`src/rtl/shift_issue.sv`:
```
// Decode-and-issue stage for MIPS R-type shift instructions: decodes funct into
// shifter controls and buffers operand sets in a two-entry skid buffer.
module shift_issue (
    input  logic        clk,
    input  logic        rst,
    input  logic        in_valid,
    output logic        in_ready,
    input  logic [5:0]  funct,
    input  logic [4:0]  shamt_imm,
    input  logic [31:0] rs_val,
    input  logic [31:0] rt_val,
    input  logic [4:0]  dest,
    input  logic        flush,
    output logic        out_valid,
    input  logic        out_ready,
    output logic [31:0] sh_op1,
    output logic [5:0]  sh_shamt,
    output logic [1:0]  sh_operation,
    output logic [4:0]  out_dest,
    output logic        out_illegal
);

    typedef enum logic [1:0] {
        OP_SRL = 2'b00,
        OP_SRA = 2'b01,
        OP_SLL = 2'b10
    } shift_op_e;

    typedef struct packed {
        logic [31:0] op1;
        logic [5:0]  shamt;
        shift_op_e   operation;
        logic [4:0]  dest;
        logic        illegal;
    } entry_t;

    entry_t main_q, skid_q, dec;
    logic   main_valid, skid_valid;
    logic   accept, xfer;

    // Only the low five bits of rs form a shift amount.
    logic unused_rs_hi;
    assign unused_rs_hi = ^rs_val[31:5];

    always_comb begin
        dec.op1       = rt_val;
        dec.shamt     = 6'd0;
        dec.operation = OP_SLL;
        dec.dest      = dest;
        dec.illegal   = 1'b0;
        case (funct)
            6'b000000: begin dec.operation = OP_SLL; dec.shamt = {1'b0, shamt_imm};   end
            6'b000010: begin dec.operation = OP_SRL; dec.shamt = {1'b0, shamt_imm};   end
            6'b000011: begin dec.operation = OP_SRA; dec.shamt = {1'b0, shamt_imm};   end
            6'b000100: begin dec.operation = OP_SLL; dec.shamt = {1'b0, rs_val[4:0]}; end
            6'b000110: begin dec.operation = OP_SRL; dec.shamt = {1'b0, rs_val[4:0]}; end
            6'b000111: begin dec.operation = OP_SRA; dec.shamt = {1'b0, rs_val[4:0]}; end
            default:   dec.illegal = 1'b1;
        endcase
    end

    // in_ready depends only on skid_valid, so no combinational path from out_ready.
    assign in_ready = !skid_valid;
    assign accept   = in_valid && in_ready;
    assign xfer     = main_valid && out_ready;

    // NOTE: state registers use non-blocking assignments so every flop samples
    // pre-edge values; data registers are reset too so outputs are never X.
    always_ff @(posedge clk or posedge rst) begin
        if (rst) begin
            main_q     <= '0;
            skid_q     <= '0;
            main_valid <= 1'b0;
            skid_valid <= 1'b0;
        end else if (flush) begin
            main_valid <= 1'b0;
            skid_valid <= 1'b0;
        end else if (xfer || !main_valid) begin
            if (skid_valid) begin
                main_q     <= skid_q;
                main_valid <= 1'b1;
                skid_valid <= 1'b0;
            end else if (accept) begin
                main_q     <= dec;
                main_valid <= 1'b1;
            end else begin
                main_valid <= 1'b0;
            end
        end else if (accept) begin
            skid_q     <= dec;
            skid_valid <= 1'b1;
        end
    end

    assign out_valid    = main_valid;
    assign sh_op1       = main_q.op1;
    assign sh_shamt     = main_q.shamt;
    assign sh_operation = main_q.operation;
    assign out_dest     = main_q.dest;
    assign out_illegal  = main_q.illegal;

endmodule

```
`config.mk`:
```
export PLATFORM = sky130hd
export DESIGN_NAME = shift_issue
export DESIGN_NICKNAME = d
export VERILOG_FILES = /design/src/rtl/shift_issue.sv
export SDC_FILE = /design/constraint.sdc
export NUM_CORES = 1
export LEC_CHECK = 0
export CAP_MARGIN = 25
export CELL_PAD_IN_SITES_DETAIL_PLACEMENT = 1
export CELL_PAD_IN_SITES_GLOBAL_PLACEMENT = 1
export CORE_MARGIN = 2
export CORE_UTILIZATION = 40
export CTS_BUF_LIST = sky130_fd_sc_hd__clkbuf_16
export DETAILED_ROUTE_END_ITERATION = 8
export PLACE_DENSITY = 0.83
export SLEW_MARGIN = 0
export SYNTH_ARGS = -nofsm -noshare
export SYNTH_HDL_FRONTEND = slang
export SYNTH_SLANG_ARGS = --single-unit
```
`constraint.sdc`:
```
create_clock -name clk -period 4.6 [get_ports clk]
set_input_delay 0.92 -clock clk [delete_from_list [all_inputs] [get_ports clk]]
set_output_delay 0.92 -clock clk [all_outputs]
set_load 0.03 [all_outputs]
```
==> flow_summary.json <==
{
  "drv_slew": 0,
  "criticalPathCategory": "primary input to register",
  "cts_tree": "done",
  "tightest_slew_ns": 0.952,
  "fmax_mhz": 340,
  "post-dp-hpwl_um": 6350,
  "syn_nets": 366,
  "die_area_mm2": 0.0112,
  "max_stage_delay_ns": 0.69,
  "final_cell_mix": "mux2_2, clkdlybuf4s50_1, dfrtp_1",
  "cp-start-kind": "primary input",
  "io_pins": 133,
  "grt_remaining_overflow": 0,
  "track_usage_pct": 18.0,
  "ctsResizeCount": 0,
  "holdBufCountCts": 0,
  "area_growth_pct": 35.7,
  "start_util_pct": 40.7,
  "max-vdd-ir-drop_v": 0.000202,
  "ys_warn_count": 0,
  "syn-mean-instance-area_um2": 14.8,
  "combinationalPowerShare_pct": 23.1,
  "crit_slowest_cell": "nand3_2",
  "yosysUniqueCellTypes": 25,
  "drt-pass1-iter-count": 4,
  "htree_levels": 3,
  "fin_crit_ns": 2.94,
  "final_common_cell": "mux2_2",
  "hold_path_class": "register to register",
  "grt_pass1_vias": 2986,
  "fillers": 1005,
  "p_int_uw": 1790,
  "arrival_ns": 3.16,
  "seqPwrFrac_pct": 43.1,
  "postSynthCellCount": 281,
  "fin_crit_sh_pct": 63.9,
  "switching_share_pct": 26.4,
  "drcViolationCount": 0,
  "coreArea_mm2": 0.0102,
  "power.switching_uw": 642,
  "synth_seq_area_share_pct": 55.5,
  "drtIter0Drc": 55,
  "clkPwrFrac_pct": 33.8,
  "maxCapViolCount": 0,
  "cts.reportedPaths.clkPinSlew_ns": 0.06,
  "critPathBufInv": 2,
  "hold_viol": 0,
  "cp_data_required_time_ns": 4.81,
  "die_x_um": 106,
  "clkLatencyLatePin_ns": 0.34,
  "via_per_inst": 5.03,
  "place.gp.congestion": 0.687,
  "vias": 2637,
  "fin_skew_ns": 0.00779,
  "port_buffers": 104,
  "grt_max_degree": 37,
  "power_density_mw_per_mm2": 431,
  "dieHeight_um": 106,
  "clock_sinks": 92,
  "grt_first_pass_wirelength_um": 15500,
  "fin_cells": 524,
  "cts_buffer_depth": 2,
  "setup_tns_ns": 0,
  "end_kind": "register",
  "postRouteWirelength_um": 9300,
  "wl_per_cell_um": 17.8,
  "path_delay_family": "buffers and inverters",
  "dp.cells": 508,
  "rsz0062_at_grt": "false",
  "synth_area_mm2": 0.00415,
  "antenna_left": 0,
  "post_cts_buffers": 0,
  "cts_made_buffers": 9,
  "leakage_uw": 0.00237,
  "fin_nets": 468,
  "slew_headroom_pct": 36.4,
  "crit_path_max_fanout": 30,
  "core.rowCount": 37,
  "status": "finished, final reports clean",
  "cts_root_buf": "clkbuf_16",
  "finalSetupViolations": 0,
  "crit_chain": "clkdlybuf4s50_1, nor2_1, nand3_2, buf_4, mux2_1",
  "ys_seq_elements": 92,
  "antenna_found_initial": 0,
  "num_antenna_cells": 0,
  "final_layout_size_suffix_gt1_share_pct": 36.3
}
## stage by stage
step	hold slack [ns]	util [%]	setup WS, ns	instance area [um^2]	power (uW)
4_1_cts	0.496	55.2	1.60	5630	2460
3_5_place_dp	0.482	52.0	1.25	5300	1630
6_report	0.496	55.2	1.66	5630	2430
3_3_place_gp	0.467	52.0	1.33	5300	1590
2_1_floorplan	0.459	-	1.29	4150	1380
5_1_grt	0.510	55.2	1.49	5630	2550
## registers in the layout, indices dropped and copies added, names as in the netlist
register	flops
sh_shamt	5
sh_operation	2
skid_q	45
out_dest	5
skid_valid	1
sh_op1	32
out_valid	1
out_illegal	1
## power by group through the flow
| stage | logic [uW] | registers [uW] | clock network [uW] |
|---|---|---|---|
| after floorplan | 206 | 1170 | 0 |
| after global placement | 550 | 1040 | 0 |
| after detailed placement | 567 | 1060 | 0 |
| after CTS | 570 | 1050 | 848 |
| after global routing | 599 | 1070 | 881 |
| final | 561 | 1040 | 821 |
## path summary, 6_finish.rpt
path	start	endpoint	slack, ns	depth (start not counted)
worst min register to register	skid_q[38]	skid_q[38]	0.50	1
max in group asynchronous	rst	skid_valid	2.82	3
worst max-delay path	flush	skid_q[37]	1.66	5
min in group asynchronous	rst	sh_op1[5]	0.96	2
worst min-delay path	skid_q[38]	skid_q[38]	0.50	1
worst max register to register	skid_valid	skid_q[37]	2.09	4
## area by class of cell
cell class	instances	area, um^2	share of cell area [%]
Sequential cell	92	2300	40.9
Inverter	5	20.0	0.356
Clock buffer	9	225	4.00
Timing Repair Buffer	109	1090	19.4
Tap cell	136	170	3.02
Multi-Input combinational cell	166	1710	30.4
Clock inverter	7	106	1.89
## synthesized netlist by cell type
cell | number | area share [%]
clkbuf_1 | 5 | 0.45
o41ai_1 | 5 | 1.1
mux2i_1 | 7 | 1.7
conb_1 | 1 | 0.090
buf_2 | 5 | 0.60
dfrtp_1 | 92 | 56
buf_1 | 2 | 0.18
nand3_2 | 1 | 0.24
o31ai_1 | 2 | 0.36
mux2_1 | 10 | 2.7
a21oi_1 | 1 | 0.12
nor3_1 | 6 | 0.72
mux2_2 | 114 | 31
mux2_4 | 2 | 0.72
or4b_4 | 1 | 0.33
nand2_1 | 6 | 0.54
inv_1 | 5 | 0.45
buf_6 | 5 | 1.4
nor2_1 | 4 | 0.36
nor3_4 | 1 | 0.39
nor2b_2 | 1 | 0.21
buf_4 | 1 | 0.18
nor2b_1 | 1 | 0.15
or3_4 | 1 | 0.27
nand2b_1 | 2 | 0.30
## logic make-up after synthesis
logic type	after synthesis	share of synthesized area [%]
buf+inv	23	3.23
other cells	1	0.0904
simple gates	24	3.53
compound gates	8	1.54
mux	133	36.1
flops	92	55.5
## layer usage
layer	share of wire [%]	up-vias	GRT usage (%)
met5	0	-	0
met4	1.1	0	4.79
met3	5.6	11	6.43
met2	51	69	31.0
met1	42	1346	21.5
li1	-	1211	-
Note: power is estimated with default switching activity, not from simulation.
